[src/rtl/c7b_biu_pkg.sv]
// Shared definitions for the bus interface unit: FSM states and AXI constants.
package c7b_biu_pkg;

    typedef enum logic [1:0] {
        ST_IDLE  = 2'd0,
        ST_ARQ   = 2'd1,
        ST_RDAT  = 2'd2,
        ST_DRAIN = 2'd3
    } ird_state_e;

    localparam logic [1:0] AXI_BURST_INCR = 2'b01;
    localparam logic [2:0] AXI_SIZE_8B    = 3'b011;
    localparam logic [1:0] AXI_RESP_OKAY  = 2'b00;
    localparam int         IC_LINE_BEATS  = 4;

endpackage

[src/rtl/c7bbiu_ird.sv]
// Instruction-read responder: turns an icache linefill/single request into
// one AXI4 INCR read burst and streams the beats back with a registered
// valid/last/fault stage. Malformed bursts (rlast early or late) are
// terminated toward the icache with fault set; late tails are drained.
module c7bbiu_ird
    import c7b_biu_pkg::*;
#(
    parameter logic [3:0] ARID_VAL   = 4'h0,
    parameter int         LINE_BEATS = IC_LINE_BEATS
) (
    input  logic        clk,
    input  logic        resetn,
    input  logic        icu_biu_req,
    input  logic [31:3] icu_biu_addr,
    input  logic        icu_biu_single,
    output logic        biu_icu_ack,
    output logic        biu_icu_data_valid,
    output logic        biu_icu_data_last,
    output logic [63:0] biu_icu_data,
    output logic        biu_icu_fault,
    output logic        axi_arvalid,
    input  logic        axi_arready,
    output logic [31:0] axi_araddr,
    output logic [3:0]  axi_arid,
    output logic [7:0]  axi_arlen,
    output logic [2:0]  axi_arsize,
    output logic [1:0]  axi_arburst,
    input  logic        axi_rvalid,
    output logic        axi_rready,
    input  logic [63:0] axi_rdata,
    input  logic [1:0]  axi_rresp,
    input  logic        axi_rlast
);

    ird_state_e  state_reg, state_next;
    logic [31:0] araddr_reg, araddr_next;
    logic [7:0]  arlen_reg, arlen_next;
    logic [1:0]  beat_cnt_reg, beat_cnt_next;
    logic        err_reg, err_next;
    logic        dv_reg, dv_next;
    logic        dl_reg, dl_next;
    logic        fault_reg, fault_next;
    logic [63:0] data_reg, data_next;

    logic        exp_last;
    logic        beat_err;

    // The beat that the burst length says is final; counter never passes it.
    assign exp_last = (beat_cnt_reg == arlen_reg[1:0]);
    // SLVERR/DECERR both carry bit 1; EXOKAY is treated as success.
    assign beat_err = (axi_rresp != AXI_RESP_OKAY) && axi_rresp[1];

    assign axi_araddr         = araddr_reg;
    assign axi_arlen          = arlen_reg;
    assign axi_arid           = ARID_VAL;
    assign axi_arsize         = AXI_SIZE_8B;
    assign axi_arburst        = AXI_BURST_INCR;
    assign biu_icu_data_valid = dv_reg;
    assign biu_icu_data_last  = dl_reg;
    assign biu_icu_fault      = fault_reg;
    assign biu_icu_data       = data_reg;

    // Next-state, AXI handshake outputs and the next value of the output stage.
    always_comb begin
        state_next    = state_reg;
        araddr_next   = araddr_reg;
        arlen_next    = arlen_reg;
        beat_cnt_next = beat_cnt_reg;
        err_next      = err_reg;
        dv_next       = 1'b0;
        dl_next       = 1'b0;
        fault_next    = 1'b0;
        data_next     = data_reg;
        axi_arvalid   = 1'b0;
        axi_rready    = 1'b0;
        biu_icu_ack   = 1'b0;
        case (state_reg)
            ST_IDLE: begin
                if (icu_biu_req) begin
                    araddr_next = {icu_biu_addr, 3'b000};
                    arlen_next  = icu_biu_single ? 8'd0 : 8'(LINE_BEATS - 1);
                    state_next  = ST_ARQ;
                end
            end
            ST_ARQ: begin
                axi_arvalid = 1'b1;
                if (axi_arready) begin
                    biu_icu_ack   = 1'b1;
                    beat_cnt_next = 2'd0;
                    err_next      = 1'b0;
                    state_next    = ST_RDAT;
                end
            end
            ST_RDAT: begin
                axi_rready = 1'b1;
                if (axi_rvalid) begin
                    data_next = axi_rdata;
                    dv_next   = 1'b1;
                    err_next  = err_reg | beat_err;
                    if (exp_last || axi_rlast) begin
                        // Any disagreement between rlast and the length ends the line as faulty.
                        dl_next    = 1'b1;
                        fault_next = err_reg | beat_err | (exp_last != axi_rlast);
                        state_next = axi_rlast ? ST_IDLE : ST_DRAIN;
                    end else begin
                        beat_cnt_next = beat_cnt_reg + 2'd1;
                    end
                end
            end
            ST_DRAIN: begin
                axi_rready = 1'b1;
                if (axi_rvalid && axi_rlast) begin
                    state_next = ST_IDLE;
                end
            end
            default: state_next = ST_IDLE;
        endcase
    end

    // State, AR registers, beat tracking and the registered icache output stage.
    always_ff @(posedge clk or negedge resetn) begin
        if (!resetn) begin
            state_reg    <= ST_IDLE;
            araddr_reg   <= 32'd0;
            arlen_reg    <= 8'd0;
            beat_cnt_reg <= 2'd0;
            err_reg      <= 1'b0;
            dv_reg       <= 1'b0;
            dl_reg       <= 1'b0;
            fault_reg    <= 1'b0;
            data_reg     <= 64'd0;
        end else begin
            state_reg    <= state_next;
            araddr_reg   <= araddr_next;
            arlen_reg    <= arlen_next;
            beat_cnt_reg <= beat_cnt_next;
            err_reg      <= err_next;
            dv_reg       <= dv_next;
            dl_reg       <= dl_next;
            fault_reg    <= fault_next;
            data_reg     <= data_next;
        end
    end

endmodule

[config.mk]
export PLATFORM = sky130hd
export DESIGN_NAME = c7bbiu_ird
export DESIGN_NICKNAME = d
export VERILOG_FILES = /design/src/rtl/c7b_biu_pkg.sv /design/src/rtl/c7bbiu_ird.sv
export SDC_FILE = /design/constraint.sdc
export NUM_CORES = 1
export LEC_CHECK = 0
export BUFFER_PORTS_ARGS = -buffer_cell sky130_fd_sc_hd__buf_2
export CORE_MARGIN = 2
export CORE_UTILIZATION = 45
export CTS_CLUSTER_SIZE = 8
export DETAILED_ROUTE_END_ITERATION = 8
export GPL_ROUTABILITY_DRIVEN = 0
export HOLD_SLACK_MARGIN = 0.08
export PLACE_DENSITY = 0.8
export SETUP_SLACK_MARGIN = 0.1
export SLEW_MARGIN = 20
export SYNTH_ARGS = -nofsm -noshare
export SYNTH_HDL_FRONTEND = slang
export SYNTH_SLANG_ARGS = --single-unit
[constraint.sdc]
create_clock -name clk -period 2.1 [get_ports clk]
set_input_delay 0.105 -clock clk [delete_from_list [all_inputs] [get_ports clk]]
set_output_delay 0.105 -clock clk [all_outputs]
set_load 0.05 [all_outputs]
[Word-level counts from Yosys, hierarchy flattened]
Index checks and enable logic that the tools add are counted.
Storage, ports and cells
  output and inout port bits: 119
  latch bits: 0
  word-level logic and storage cells: 62
  memories: 0
  bits in writable memories: 0
  bits in registers: 109
  input bits: 102
  bits in read-only memories: 0
Cells by class
  multipliers: 0
  div/mod/pow operators: 0
  shift operators: 0
  $add $sub $neg: 1
  bitwise logic cells: 2
  equal/unequal tests: 11
  order comparisons: 0
  muxes and demuxes: 27
  reductions and logical operators: 12
Operators by type and width (number)
  $mux 2: 10
  $mux 1: 14
  $ne 2x2->1 const B: 6
  $pmux 2 s4: 1
  $reduce_and 5->1: 1
  $eq 2x2->1 const B: 2
  $pmux 2 s2: 1
  $reduce_and 2->1: 2
  $reduce_and 4->1: 1
  $reduce_bool 2->1: 2
  $reduce_and 3->1: 1
  $add 2x1->2 const B: 1
  $eq 2x1->1 const B: 1
  $eq 2x2->1: 1
  $logic_and 1x1->1: 2
  $logic_not 2->1: 1
  $or 1x1->1: 2
  $pmux 1 s2: 1
  $reduce_or 2->1: 1
  $logic_or 1x1->1: 1
  $ne 1x1->1: 1

[Logic depth before layout (Yosys ltp)]
Gate-level depths: netlist (run 1).
  word-level depth: 7
  gate-level depth with buffers: 7
  mapped depth without buffers: 6

[Least setup slack after synthesis (run 1)]
Ideal clock, no wire load.
  path kind: reg-to-reg
  start point: register state_reg[1]
  end point: register beat_cnt_reg[0]
  arrival: 1.917 ns
  required time: 1.961 ns
  buffers on the path: 1
  stages on the path, launching flop included: 6
  setup slack: 0.044 ns
  setup time: 0.139 ns
  cells stage by stage: dfrtp_1 buf_4 nor2b_1 nand2_1 inv_1 nor2_1
On the way
  cells in the longest elaborated chain, start to end: 3
Ends and longest elaborated chain
  start: declaration: line c7bbiu_ird.sv:35  | ird_state_e state_reg, state_next;
  start signal: assignment: line c7bbiu_ird.sv:133  | state_reg <= state_next;
  $eq 2x2->1 or $eq 2x1->1 (tied branches): line c7bbiu_ird.sv:77  | case (state_reg)
  $ne 2x2->1 (no line) or $reduce_bool 2->1 (tied branches)
  $reduce_and 4->1 (no line)
  end signal: assignment: line c7bbiu_ird.sv:136  | beat_cnt_reg <= beat_cnt_next;
  end: declaration: line c7bbiu_ird.sv:38  | logic [1:0] beat_cnt_reg, beat_cnt_next;
Several ways; a longest one is shown, not always the timed one.
A chain may end at the register's enable or synchronous reset.

[Worst setup path in the final report (run 1)]
  start point: register beat_cnt_reg[0]
  end point: register state_reg[1]
On the way
  cells in the longest elaborated chain, start to end: 4
Ends and longest elaborated chain
  $eq 2x2->1: line c7bbiu_ird.sv:49  | assign exp_last = (beat_cnt_reg == arlen_reg[1:0]);
  $logic_or 1x1->1: line c7bbiu_ird.sv:100  | if (exp_last || axi_rlast) begin
  $ne 2x2->1 (no line)
  $reduce_and 5->1 (no line)
No other way between the ends.

==> results of run 1 <==
-- metal layers --
metal / GRT usage [%] / part of all wire, %
met3: 7.04 / 7.5
met4: 5.30 / 1.1
met2: 40.3 / 53
met1: 25.5 / 39
met5: 0 / 0
-- cells in the final DEF, fill, tap and decap left out, drive strengths merged, types with 2 or more instances in the layout --
master and count:
buf 214, inv 9, dlygate4sd3 98, nor3 3
nor2b 2, clkbuf 10, nand2 4, conb 18
ha 2, a21oi 2, mux2 93, dfrtp 102
o21ai 2, nor2 4
-- area by class of cell --
class                   count  area share (%)
multi-input cells         141            22.8
clock inverters             6           0.789
flip-flops and latches    102            39.3
inverters                   5           0.327
well taps                 111            2.14
clock buffers              10            1.96
repair buffers            312            32.7
-- kinds of logic after synthesis --
| logic type | Yosys count | share of synthesized area [%] |
|---|---|---|
| other cells | 2 | 0.176 |
| buf+inv | 36 | 7.16 |
| fa+ha+maj | 2 | 0.587 |
| xor+xnor | 1 | 0.206 |
| compound gates | 7 | 1.09 |
| simple gates | 19 | 2.55 |
| mux | 94 | 28.3 |
| flops | 102 | 59.9 |
-- metrics by stage --
step / cells / hold slack (ns) / setup WS [ns] / total power [mW]
floorplan: 279 / -0.191 / 0.365 / 8.75
global placement: 570 / 0.0112 / 0.431 / 10.1
detailed placement: 570 / 0.0154 / 0.385 / 10.2
CTS: 684 / 0.152 / 0.168 / 11.5
global route: 687 / 0.162 / 0.110 / 12.1
finish: 687 / 0.169 / 0.256 / 11.6
-- final timing paths --
kind	end	slack, ns	depth (start not counted)
worst max-delay path	state_reg[1]$_DFFE_PN0P_	0.26	7
worst min-delay path	axi_araddr[19]$_DFFE_PN0P_	0.17	2
worst max register to register	state_reg[1]$_DFFE_PN0P_	0.26	7
worst min register to register	axi_araddr[13]$_DFFE_PN0P_	0.51	1
max in group asynchronous	biu_icu_data[48]$_DFFE_PN0P_	1.17	3
min in group clk	biu_icu_fault$_DFF_PN0_	0.17	4
-- power by group --
group,total [mW],internal (mW),switching [mW]
sequential,3.51,2.94,0.567
combinational,6.94,2.17,4.77
clock,1.14,0.452,0.693
total,11.6,5.56,6.03
-- synth_stat cells (2+ instances only) --
master     n  share of area, %
nor3_1     3              0.35
buf_4     22               3.9
ha_1       2              0.59
conb_1     2              0.18
inv_1      4              0.35
nand2_1    3              0.26
a21oi_1    2              0.23
nor2_1     4              0.35
nor2b_1    2              0.29
buf_12     5               2.3
mux2_4    40                14
mux2_2    52                14
buf_2      3              0.35
dfrtp_1  102                60
o21ai_0    2              0.23
-- worst register-to-register path, delay by kind of cell (launching register included) --
family	cells	cell delay [ns]
adder cells (fa/ha/maj)	1	0.19
buffers and inverters	1	0.55
flip-flops	1	0.43
AO/OA/AOI/OAI	1	0.13
AND/OR/NAND/NOR	4	0.43
-- timing repair --
action                                  CTS  global route
resized for setup                         0             4
hold buffers                             98             0
endpoints found under the setup margin    0             1
setup buffers                             0             3
endpoints found under the hold margin   162             0
==> impl_metrics.ini, run 1 <==
[timing]
fin_crit_ns = 1.84
period_share_pct = 87.8
rsz0062_at_grt = false
finalHoldViolCount = 0
fmax_mhz = 542
fin_setup_tns_ns = 0
clock-skew-final_ns = 0.0115
slew_violations = 0
finalSetupViolCount = 0

[synthesis]
yosysWarningCount = 0
syn-cell-area_mm2 = 0.00426
syn_inst = 263
synth_edf_count = 0
syn_avg_cell_area_um2 = 16.2
synth_flop_cell = dfrtp_1
synth_cell_type_count = 30
synth_seq_cells = 102
ys_seq_area_share_pct = 59.9
synth_async_sr_flop_share_pct = 100

[place]
portBuffers = 201
detailed_place_hpwl_um = 7030
placedInstanceArea_mm2 = 0.00531

[drt]
wire_per_inst_um = 16.8
drt_iter0_drc = 81
vias = 3220
drc_errors = 0
dr.pass1.iters = 4
routed_wl_um = 11500
drtAntennaViolNets = 0
vias_per_cell = 4.69

[die]
die_w_um = 101
rows = 35
initial_core_util_pct = 46.3
pin_count = 221
die_y_um = 101
die-area_mm2 = 0.0103
core_area_mm2 = 0.00920

[status]
status = completed

[min_path]
hold_class = in2async

[cells_and_area]
fillerInstances = 615
drive_gt1_share_pct = 57.3
fin_util_pct = 70.7
final_area_mm2 = 0.00650
final_nets = 675
antenna_cells = 0
largest_reg_flops = 64
multi_input_area_mm2 = 0.00148
regArea_mm2 = 0.00255
syn2layout_area_growth_pct = 52.5

[clock_network]
root_buffer = clkbuf_8
cts-htree-levels = 3
cts_tree = done
clkSinkCount = 102
clk_pin_slew_ns = 0.11
clk_path_buf_depth = 2
clock_latency_ns = 0.36
cts_buffers = 9

[pwr]
ir_worst_vdd_mv = 1.03
power_density_mw_per_mm2 = 1780
p_leak_nw = 3.26

[critical_path]
cp.required_ns = 2.34
path_delay_family = buffers and inverters
crit_path_end_kind = flop
path_max_fanout = 4
reg2reg_from = beat_cnt_reg[0]$_DFFE_PN0P_
path_class = reg2reg
slowest_delay_ns = 0.55
crit_path_top_delay_cell = dlygate4sd3_1
crit_start = beat_cnt_reg[0]$_DFFE_PN0P_
critPathLaunchType = flop
cp.arrival_ns = 2.09
crit_buf_inv = 1
crit_path_cell_trace = nor3_2 > nor2_2 > ha_2 > nor2b_1 > o21ai_1 > nand2_1 > dlygate4sd3_1

[global_routing]
grt_usage_pct = 22.2
antenna_found_initial = 0
grt_pass1_vias = 3425
grt_pass1_wl_um = 17400
grt_max_degree = 47
grt_overflow = 0

[run]
timing.max_cap.violations = 0
(Power assumes the default switching activity.)
==> inputs of run 2 (changes only) <==
==> constraint.sdc (replaced) <==
create_clock -name clk -period 1.8 [get_ports clk]
set_input_delay 0.09 -clock clk [delete_from_list [all_inputs] [get_ports clk]]
set_output_delay 0.09 -clock clk [all_outputs]
set_load 0.05 [all_outputs]
==> impl_metrics.ini, run 2 (synthesis results as in run 1) <==
[global_routing]
grt_pass1_wl_um = 17800
grt_usage_pct = 22.6
grt_max_degree = 48
antenna_found_initial = 0
grt_overflow = 0
grt_pass1_vias = 3536

[timing]
fin_setup_tns_ns = 0
finalHoldViolCount = 0
slew_violations = 0
fin_crit_ns = 1.58
period_share_pct = 88.0
finalSetupViolCount = 0
clock-skew-final_ns = 0.0111
fmax_mhz = 632
rsz0062_at_grt = false
setup_ws_ns = 0.217
whs_ns = 0.222

[place]
place_inst = 569
portBuffers = 201
pre_cts_ws_ns = 0.255
placedInstanceArea_mm2 = 0.00532
detailed_place_hpwl_um = 6810

[cells_and_area]
multi_input_area_mm2 = 0.00148
regArea_mm2 = 0.00255
largest_reg_flops = 64
final_nets = 672
layout_commonest_cell = buf_2
final-instance-count-excl-fill = 684
drive_gt1_share_pct = 56.4
syn2layout_area_growth_pct = 52.4
final_area_mm2 = 0.00649
fillerInstances = 613
antenna_cells = 0
fin_util_pct = 70.6
most-common-layout-cells = buf_2, dfrtp_1, dlygate4sd3_1, mux2_2, mux2_4

[clock_network]
clk_pin_slew_ns = 0.10
postCtsSetupBuffers = 0
clock_latency_ns = 0.35
cts-htree-levels = 3
clk_path_buf_depth = 2
cts_tree = done
cts_buffers = 9
root_buffer = clkbuf_8
clkSinkCount = 102

[critical_path]
path_class = reg2out
critPathLaunchType = flop
cp.required_ns = 1.71
crit_path_end_kind = output pin
path_max_fanout = 7
cp.arrival_ns = 1.49
regToRegSetupSlack_ns = 0.22
r2r_end = biu_icu_data[23]$_DFFE_PN0P_
r2r_cells = 5
reg2reg_from = state_reg[1]$_DFFE_PN0P_

[pwr]
ir_worst_vdd_mv = 1.15
power_density_mw_per_mm2 = 2080
p_comb_share_pct = 59.9
switchingPower_mw = 7.00
finalPower_mw = 13.5
p_int_mw = 6.50
p_leak_nw = 3.25
swShare_pct = 51.8
clkPwrFrac_pct = 9.9
p_seq_share_pct = 30.1

[die]
rows = 35
die-area_mm2 = 0.0103
die_y_um = 101
core_area_mm2 = 0.00920
initial_core_util_pct = 46.3
pin_count = 221
die_w_um = 101

[drt]
routed_wl_um = 11500
vias_per_cell = 4.79
highest_layer = met4
drtAntennaViolNets = 0
wl_met2_um = 5960
dr.pass1.iters = 4
drt_iter0_drc = 49
wire_per_inst_um = 16.9
vias = 3279
met3_length_um = 895
drc_errors = 0
drt-met1-wl_um = 4390

[status]
status = completed

[run]
timing.max_cap.violations = 0

[min_path]
hold_class = in2async
-- run 2: cell count changes in the layout (fill, tap and decap cells not counted), sizes merged --
cell and change:
clkinv +1, dlygate4sd3 +1, inv -3, clkbuf +1, clkinvlp +1, buf -4
-- run 2: cell type report --
cell class	count	area share, %
multi-input combinational	141	22.8
inverter	5	0.327
clock buffer	11	2.18
timing repair buffer	309	32.6
clock inverter	5	0.674
sequential	102	39.3
tap	111	2.14
-- run 2: how the worst max path moves through the flow --
stage                                         from                      endpoint  slack, ns  cells past startpoint
after floorplan           axi_arlen[0]$_DFFE_PN0P_      state_reg[0]$_DFFE_PN0P_       0.21                      5
after global placement    state_reg[1]$_DFFE_PN0P_  biu_icu_data[23]$_DFFE_PN0P_       0.29                      5
after detailed placement  state_reg[1]$_DFFE_PN0P_  biu_icu_data[23]$_DFFE_PN0P_       0.25                      5
after CTS                 state_reg[1]$_DFFE_PN0P_                   biu_icu_ack       0.13                      5
after global routing      state_reg[1]$_DFFE_PN0P_                   biu_icu_ack       0.11                      5
final                     state_reg[1]$_DFFE_PN0P_                   biu_icu_ack       0.22                      5
-- run 2: power groups by stage --
stage | logic, mW | clock network (mW) | registers, mW
global route | 8.42 | 1.48 | 4.20
CTS | 8.05 | 1.39 | 4.02
finish | 8.09 | 1.34 | 4.07
detailed placement | 7.86 | 0 | 4.06
global placement | 7.76 | 0 | 3.97
floorplan | 2.32 | 0 | 7.90
-- run 2: timing repair --
action / in CTS / in global routing
hold buffers: 99 / 0
endpoints found under the setup margin: 0 / 1
resized for setup: 0 / 2
endpoints found under the hold margin: 134 / 0
-- run 2: critical path: stages, from the launching register on --
cell	delay (ns)
dfrtp_1	0.44
buf_4	0.18
nor2b_4	0.11
nand2_1	0.11
inv_1	0.10
buf_4	0.20
-- run 2: routing by layer --
metal / vias up / GRT usage (%)
li1: 1476 / -
met1: 1597 / 25.5
met2: 176 / 41.1
met3: 30 / 5.59
met4: 0 / 8.94
met5: - / 0
==> inputs of run 3 (changes only) <==
--- a/config.mk
+++ b/config.mk
@@ -5,7 +5,7 @@
 export SDC_FILE = /design/constraint.sdc
 export NUM_CORES = 1
 export LEC_CHECK = 0
-export BUFFER_PORTS_ARGS = -buffer_cell sky130_fd_sc_hd__buf_2
+export BUFFER_PORTS_ARGS = -buffer_cell sky130_fd_sc_hd__buf_4
 export CORE_MARGIN = 2
 export CORE_UTILIZATION = 45
 export CTS_CLUSTER_SIZE = 8
==> impl_metrics.ini, run 3 (synthesis results as in run 1) <==
[timing]
maxSlewHeadroom_pct = 64.2
fmax_mhz = 626
period_share_pct = 88.7
slew_violations = 0
finalHoldViolCount = 0
rsz0062_at_grt = false
fin_crit_ns = 1.60
fin_setup_tns_ns = 0
worst_slew_pin_slew_ns = 0.537
clock-skew-final_ns = 0.00937
finalSetupViolCount = 0

[critical_path]
path_class = in2reg
cp.arrival_ns = 1.84
path_max_fanout = 22
crit_path_end_kind = flop
reg2reg_from = state_reg[1]$_DFFE_PN0P_
cp.required_ns = 2.04
r2r_cells = 5
r2r_end = biu_icu_data[24]$_DFFE_PN0P_
critPathLaunchType = input pin
regToRegSetupSlack_ns = 0.23

[clock_network]
clkSinkCount = 102
cts_buffers = 9
cts_repair_resize_count = 0
root_buffer = clkbuf_8
postCtsSetupBuffers = 0
clock_latency_ns = 0.35
clk_path_buf_depth = 2
hold_buffers = 99
clk_pin_slew_ns = 0.09
cts-htree-levels = 3
cts_tree = done

[global_routing]
grt_max_degree = 103
grt_pass1_wl_um = 18600
antenna_found_initial = 0
grt_overflow = 0
grt_usage_pct = 23.9
grt_pass1_vias = 3557

[die]
pin_count = 221
die_w_um = 101
die_y_um = 101
initial_core_util_pct = 46.3
die-area_mm2 = 0.0103
rows = 35
core_area_mm2 = 0.00920

[cells_and_area]
final-instance-count-excl-fill = 684
final_nets = 672
most-common-layout-cells = buf_4, dfrtp_1, dlygate4sd3_1, mux2_2, mux2_4
syn2layout_area_growth_pct = 64.7
antenna_cells = 0
layout_commonest_cell = buf_4
largest_reg_flops = 64
drive_gt1_share_pct = 56.5

[min_path]
hold_end = state_reg[0]$_DFFE_PN0P_
hold_class = in2reg
hold_depth = 4
hold_start = icu_biu_req

[drt]
drc_errors = 0
wire_per_inst_um = 17.7
dr.pass1.iters = 4
vias = 3233
drt_iter0_drc = 37
routed_wl_um = 12100
vias_per_cell = 4.73
drtAntennaViolNets = 0

[pwr]
ir_worst_vdd_mv = 1.44
p_leak_nw = 3.42
power_density_mw_per_mm2 = 2070
finalPower_mw = 14.5

[place]
detailed_place_hpwl_um = 7080
place_inst = 569
portBuffers = 201

[status]
status = completed

[run]
timing.max_cap.violations = 0
run 3: layout make-up:
type / count / area (um2)
Clock buffer: 11 / 151
Sequential cell: 102 / 2550
Multi-Input combinational cell: 141 / 1480
Fill cell: 514 / 2180
Tap cell: 111 / 139
Clock inverter: 5 / 57.6
Inverter: 5 / 21.3
Timing Repair Buffer: 309 / 2620
run 3: worst max-delay path, stage by stage:
cell and delay (ns):
dlygate4sd3_1 0.53, buf_4 0.13, nand2_2 0.07, or2_4 0.25, inv_4 0.16, buf_12 0.23, mux2_2 0.37
run 3: power breakdown:
group          total [mW]  switching (mW)  internal, mW
registers            4.14           0.703          3.43
clock network        1.48           0.760         0.716
logic                8.91            5.66          3.25
run 3: how the worst max path moves through the flow:
stage | slack (ns) | from | endpoint | depth (start not counted)
2_1_floorplan | 0.21 | axi_arlen[0]$_DFFE_PN0P_ | state_reg[0]$_DFFE_PN0P_ | 5
3_3_place_gp | 0.29 | state_reg[1]$_DFFE_PN0P_ | biu_icu_data[24]$_DFFE_PN0P_ | 5
3_5_place_dp | 0.25 | state_reg[1]$_DFFE_PN0P_ | biu_icu_data[12]$_DFFE_PN0P_ | 5
4_1_cts | 0.20 | state_reg[1]$_DFFE_PN0P_ | biu_icu_ack | 5
5_1_grt | 0.14 | state_reg[1]$_DFFE_PN0P_ | biu_icu_ack | 5
6_report | 0.20 | axi_rvalid | biu_icu_data[24]$_DFFE_PN0P_ | 7
run 3: routing by layer:
layer | GRT usage, % | part of all wire [%] | vias up
li1 | - | - | 1472
met5 | 0 | 0 | -
met2 | 42.5 | 51 | 160
met1 | 27.2 | 38 | 1581
met4 | 7.17 | 2.0 | 0
met3 | 8.07 | 8.1 | 20
run 3: per-stage QoR:
stage | setup slack [ns] | area [um2] | hold WS, ns | utilization, %
after floorplan | 0.209 | 4330 | -0.206 | -
after global placement | 0.287 | 5820 | 0.188 | 63.3
after detailed placement | 0.253 | 5820 | 0.200 | 63.3
after CTS | 0.203 | 7020 | 0.194 | 76.3
after global routing | 0.139 | 7020 | 0.211 | 76.3
final | 0.203 | 7020 | 0.216 | 76.3
